===== config.mk =====
export PLATFORM = sky130hd
export DESIGN_NAME = circle_ctrl
export DESIGN_NICKNAME = d
export VERILOG_FILES = /design/src/rtl/circle_ctrl.sv
export SDC_FILE = /design/constraint.sdc
export NUM_CORES = 1
export LEC_CHECK = 0
export BUFFER_PORTS_ARGS = -buffer_cell sky130_fd_sc_hd__buf_2
export CAP_MARGIN = 0
export CORE_ASPECT_RATIO = 1.4
export CORE_UTILIZATION = 40
export DETAILED_ROUTE_END_ITERATION = 12
export PLACE_DENSITY = 0.71
export SLEW_MARGIN = 20
export SYNTH_ARGS = -nofsm -noshare
export SYNTH_HDL_FRONTEND = slang
export SYNTH_SLANG_ARGS = --single-unit

===== constraint.sdc =====
create_clock -name clock -period 2.5 [get_ports clock]
set_input_delay 0.625 -clock clock [delete_from_list [all_inputs] [get_ports clock]]
set_output_delay 0.625 -clock clock [all_outputs]
set_load 0.05 [all_outputs]

===== src/rtl/circle_ctrl.sv =====
// circle_ctrl: sequencing FSM for the midpoint-circle datapath.
//
// Draws NUM_CIRCLES circles into a SCREEN_W x SCREEN_H framebuffer.
// When CLEAR_EN is set, it first sweeps the whole screen in black.
// For each circle it then runs: load circle index, init vars,
// and a loop of {check, 8-octant plot, Bresenham step}.
//
// Ports:
//   clock, resetb        system clock, async active-low reset
//   start                level request; sampled only in IDLE and DONE
//   crit_condition       datapath: crit <= 0
//   offset_condition     datapath: offsety <= offsetx
//   circle_num[2:0]      datapath: current circle index (1-based)
//   init_circle          select circle index 1 on next load_circle
//   load_circle          register next circle index
//   init_vars            select offsetx=r, offsety=0, crit=1-r
//   load_crit/offsetx/offsety   datapath register enables
//   pixel[3:0]           octant select 1..8 while plotting, else 0
//   plot                 VGA write strobe
//   clear_sel            VGA x/y/colour from clr_x/clr_y/black
//   clr_x[7:0], clr_y[6:0]      clear-phase coordinates
//   busy                 high in every state except IDLE and DONE
//   done                 high in DONE
module circle_ctrl #(
  parameter int NUM_CIRCLES = 5,
  parameter bit CLEAR_EN    = 1'b1,
  parameter int SCREEN_W    = 160,
  parameter int SCREEN_H    = 120
) (
  input  logic       clock,
  input  logic       resetb,
  input  logic       start,
  input  logic       crit_condition,
  input  logic       offset_condition,
  input  logic [2:0] circle_num,
  output logic       init_circle,
  output logic       load_circle,
  output logic       init_vars,
  output logic       load_crit,
  output logic       load_offsetx,
  output logic       load_offsety,
  output logic [3:0] pixel,
  output logic       plot,
  output logic       clear_sel,
  output logic [7:0] clr_x,
  output logic [6:0] clr_y,
  output logic       busy,
  output logic       done
);

  typedef enum logic [3:0] {
    S_IDLE        = 4'd0,
    S_CLEAR       = 4'd1,
    S_INIT_CIRCLE = 4'd2,
    S_INIT_VARS   = 4'd3,
    S_CHECK       = 4'd4,
    S_PLOT        = 4'd5,
    S_STEP        = 4'd6,
    S_NEXT_CIRCLE = 4'd7,
    S_DONE        = 4'd8
  } state_t;

  localparam logic [7:0] X_LAST    = 8'(SCREEN_W - 1);
  localparam logic [6:0] Y_LAST    = 7'(SCREEN_H - 1);
  localparam logic [2:0] LAST_CIRC = 3'(NUM_CIRCLES);

  state_t state;

  // NOTE: all sequential state uses non-blocking assignments so every
  // register samples pre-edge values, independent of statement order.
  always_ff @(posedge clock or negedge resetb) begin
    if (!resetb) begin
      state <= S_IDLE;
      pixel <= 4'd0;
      clr_x <= 8'd0;
      clr_y <= 7'd0;
    end else begin
      case (state)
        S_IDLE: begin
          clr_x <= 8'd0;
          clr_y <= 7'd0;
          pixel <= 4'd0;
          if (start) state <= CLEAR_EN ? S_CLEAR : S_INIT_CIRCLE;
        end
        S_CLEAR: begin
          // Raster sweep: x fastest, leave after the bottom-right pixel.
          if (clr_x == X_LAST) begin
            clr_x <= 8'd0;
            if (clr_y == Y_LAST) begin
              clr_y <= 7'd0;
              state <= S_INIT_CIRCLE;
            end else begin
              clr_y <= clr_y + 7'd1;
            end
          end else begin
            clr_x <= clr_x + 8'd1;
          end
        end
        S_INIT_CIRCLE: state <= S_INIT_VARS;
        S_INIT_VARS:   state <= S_CHECK;
        S_CHECK: begin
          if (offset_condition) begin
            pixel <= 4'd1;
            state <= S_PLOT;
          end else begin
            state <= S_NEXT_CIRCLE;
          end
        end
        S_PLOT: begin
          if (pixel == 4'd8) begin
            pixel <= 4'd0;
            state <= S_STEP;
          end else begin
            pixel <= pixel + 4'd1;
          end
        end
        S_STEP: state <= S_CHECK;
        S_NEXT_CIRCLE: begin
          state <= (circle_num == LAST_CIRC) ? S_DONE : S_INIT_VARS;
        end
        S_DONE: begin
          // Wait for start to drop so a held request cannot retrigger.
          if (!start) state <= S_IDLE;
        end
        default: begin
          state <= S_IDLE;
          pixel <= 4'd0;
          clr_x <= 8'd0;
          clr_y <= 7'd0;
        end
      endcase
    end
  end

  // NOTE: every output is given a default before the case so no path
  // leaves one unassigned, which would infer a latch.
  always_comb begin
    init_circle  = 1'b0;
    load_circle  = 1'b0;
    init_vars    = 1'b0;
    load_crit    = 1'b0;
    load_offsetx = 1'b0;
    load_offsety = 1'b0;
    plot         = 1'b0;
    clear_sel    = 1'b0;
    busy         = 1'b1;
    done         = 1'b0;
    case (state)
      S_IDLE: busy = 1'b0;
      S_CLEAR: begin
        plot      = 1'b1;
        clear_sel = 1'b1;
      end
      S_INIT_CIRCLE: begin
        init_circle = 1'b1;
        load_circle = 1'b1;
      end
      S_INIT_VARS: begin
        init_vars    = 1'b1;
        load_crit    = 1'b1;
        load_offsetx = 1'b1;
        load_offsety = 1'b1;
      end
      S_PLOT: plot = 1'b1;
      S_STEP: begin
        // x only moves inward when the midpoint lies outside (crit > 0).
        load_crit    = 1'b1;
        load_offsety = 1'b1;
        load_offsetx = ~crit_condition;
      end
      S_NEXT_CIRCLE: load_circle = (circle_num != LAST_CIRC);
      S_DONE: begin
        busy = 1'b0;
        done = 1'b1;
      end
      S_CHECK: ;
      default: busy = 1'b0;
    endcase
  end

endmodule

==> impl_results.md <==
- Post-CTS Setup Inserts: 0
- # nets final: 209
- Final Setup Violations: 0
- Total power: around 2.2 mW
- Crit end category: primary output
- Clock slew at reported path FFs: roughly 0.080 ns
- FF-to-FF End: state[0]
- Crit-path cells: buf_4 > nor4b_2 > buf_2
- Setup tns final: 0 ns
- CTS tree: done
- Via density per instance: 5.79
- R2r startpoint: clr_x[0]
- Routed vias: ~1,400
- Fin. max-slew vios: 0
- Initial Utilization: a little over two fifths
- Crit path DAT: roughly 1.7 ns
- Clock Tree Root: clkbuf_8
- Leak: between 0.8 and 0.9 nW
- Worst EP required: 1.88 ns
- Synth Warn #: 0
- WP depth: 3
- Remaining DRCs: 0
- Period utilization: 92.4%
- # hold bufs at CTS: 0
- Final Hold Fails: 0
- Pin count of the biggest net entering global routing: 24
- Critical path peak fanout: 17
- Gr usage total: a little under a fifth
- Inserted Diodes: 0
- Total grt overflow: 0
- WL final: ~3.4 mm
- Ratio of cells with drive above 1 in the final layout: a little under a third
- Max VDD drop: between 0.0008 and 0.0009 V
- Mux share of post-synthesis cell area: 1.64%
- Fmax achieved: between 0.4 and 0.5 GHz
- Slowest cell delay on critical path: ~0.46 ns
- TritonCTS Sinks: 23
- Status: complete, no violations
- Worst R2R Setup Slack: 0.40 ns
- Die X: 54.1 µm
- CP endpoint: done
- Starting DRT DRC Count: 37
- EDFF count, synth: 0
- Commonest register cell after synthesis: dfrtp_1
- Antenna Violating Nets Remaining: 0
- Global placer's final weighted congestion: 0.815
- Min cycle time layout: between 2 and 2.5 ns
- RSZ-0062 raised after global routing: false
- Worst-Skew Late Latency: 0.27 ns
- Asr flop ratio synth: 100%
- Die footprint: 0.00406 mm²
- Adder-cell share of the synthesized area: between 3 and 4%
- DIE HEIGHT: 75.0 µm
- Worst min-delay path class: input pin to async pin
- Netlist Area Pre-Place: 0.00152 mm²
- FILL cells: between 300 and 400
- Post-CTS sizing: 0
- CP max-delay cell: nor4b_2
- Top cell family by delay on the critical path: buffers and inverters
- Number of global-route vias before repair: roughly 1,300
- Slew @ Worst Pin: slightly below 0.6 ns
- Relative slew slack: between 60 and 70%
- Syn Area/Cell: between 9 and 10 µm²
- Seq/Total Area, Yosys: between 30% and 40%
- First drt pass iteration count: 4
- Initial antenna violation count: 0
- Num CTS Buffers: 3
- Synth Area in Compound Gates: a little under a quarter
- Gate Count Post-Synth: roughly 160
- Pwr/cell area: 1190 mW/mm²
- Synth cell types: 55
- Synthesized-area fraction occupied by and/or/nand/nor cells: between 20 and 25%
- # rows: 26
- Startpoint Class: flip-flop
- Reg2Reg Depth: 5
- CP Buf/Inv Count: 2
- Skew final: 0.00199 ns
- Post-DP HPWL: between 2 and 3 mm
- I/O Buffers: 36
- Crit path from: state[0]
- First-pass GRT wire length: 5.61 mm
- Main combinational cell family by area after synthesis: simple AND/OR/NAND/NOR gates
- #FFs+latches synth: 23
- Net count of the mapped netlist: between 150 and 200
- Fin util: between 50% and 60%
- DR WL/cell: 14.3 µm
- Io pins: 37
- Core Region: approximately 0.0036 mm²
- Max Cap Viol: 0
- XOR/XNOR Fraction of Synth Area: about 3.5%
- Layout area overhead: 19.6%
- Clock Tree Buf Depth: 2
- H-tree levels: 1
- Kind of critical path: flip-flop to primary output
==> cells by family after synthesis <==
family | count (synthesis)
and+or+nand+nor | 66
adders and majority gates | 4
DFF | 23
AOI/OAI and AO/OA | 45
buffers and inverters | 15
xor gates and xnor gates | 6
muxes | 2
==> power by group <==
group	switching [mW]	internal [mW]	total, mW
Clock	0.119	0.114	0.233
Sequential	0.0632	0.443	0.506
Combinational	0.966	0.460	1.43
Total	1.15	1.02	2.16
==> worst min-delay path by stage <==
| stage | cells past startpoint | startpoint | slack, ns | end |
|---|---|---|---|---|
| 6_report | 1 | resetb | 0.32 | pixel[2] |
| 5_1_grt | 1 | resetb | 0.36 | pixel[2] |
| 4_1_cts | 1 | resetb | 0.34 | pixel[2] |
| 3_5_place_dp | 1 | state[0] | 0.52 | state[0] |
| 3_3_place_gp | 1 | state[0] | 0.52 | state[0] |
| 2_1_floorplan | 0 | resetb | 0.33 | clr_x[0] |
==> state kept, by name (all words and copies together) (netlist names) <==
register	cells
pixel	4
state	4
clr_x	8
clr_y	7
==> area by class of cell <==
class | count | area [µm²] | share of cell area [%]
inverters | 5 | 21.3 | 1.17
well taps | 42 | 52.6 | 2.88
clock buffers | 4 | 45.0 | 2.47
multi-input cells | 123 | 910 | 49.9
repair buffers | 41 | 218 | 12.0
flip-flops and latches | 23 | 576 | 31.6
==> cell usage in the layout (no fill, tap or decap), types with 2 or more instances in the layout <==
cell type and count:
buf_2 36, dfrtp_1 23, nand2_1 11, nand3_1 10
nor2_1 9, o21ai_0 9, xnor2_1 6, a21o_1 6
nor3_1 5, buf_4 5, inv_1 4, nor2b_1 4
o211ai_1 4, ha_1 4, nand3b_1 3, a21oi_1 3
a22o_1 3, nor4_1 3, and3_1 3, clkbuf_8 3
nand2b_1 2, o31ai_1 2, or3_1 2, a32o_1 2
==> cells in the mapped netlist (6+ instances only) <==
master / number / share of area (%)
nor3_1: 6 / 2.0
nand3_1: 10 / 3.3
nor2_1: 9 / 2.2
dfrtp_1: 23 / 38
xnor2_1: 6 / 3.5
a21o_1: 6 / 3.0
o21ai_0: 9 / 3.0
nand2_1: 11 / 2.7
==> worst reg2reg max path, delay by kind of cell (launching register included) <==
kind	cells	cell delay (ns)
and+or+nand+nor	1	0.18
AOI/OAI and AO/OA	2	0.82
DFF	1	0.42
adders and majority gates	1	0.24
muxes	1	0.34
==> routing by layer <==
layer | global-route usage, % | part of all wire (%) | vias up
met5 | 0 | 0 | -
met4 | 10.3 | 2.0 | 0
met3 | 3.03 | 5.0 | 4
met2 | 31.3 | 49 | 41
met1 | 23.3 | 44 | 660
li1 | - | - | 672
==> stage by stage <==
stage / hold WS [ns] / cells / cell area, µm² / setup WS [ns]
finish: 0.317 / 238 / 1820 / 0.191
global route: 0.359 / 238 / 1820 / 0.0953
CTS: 0.339 / 238 / 1820 / 0.181
detailed placement: 0.519 / 234 / 1780 / 0.401
global placement: 0.523 / 234 / 1780 / 0.494
floorplan: 0.329 / 161 / 1570 / -0.0877
Note: power is estimated with default switching activity, not from simulation.
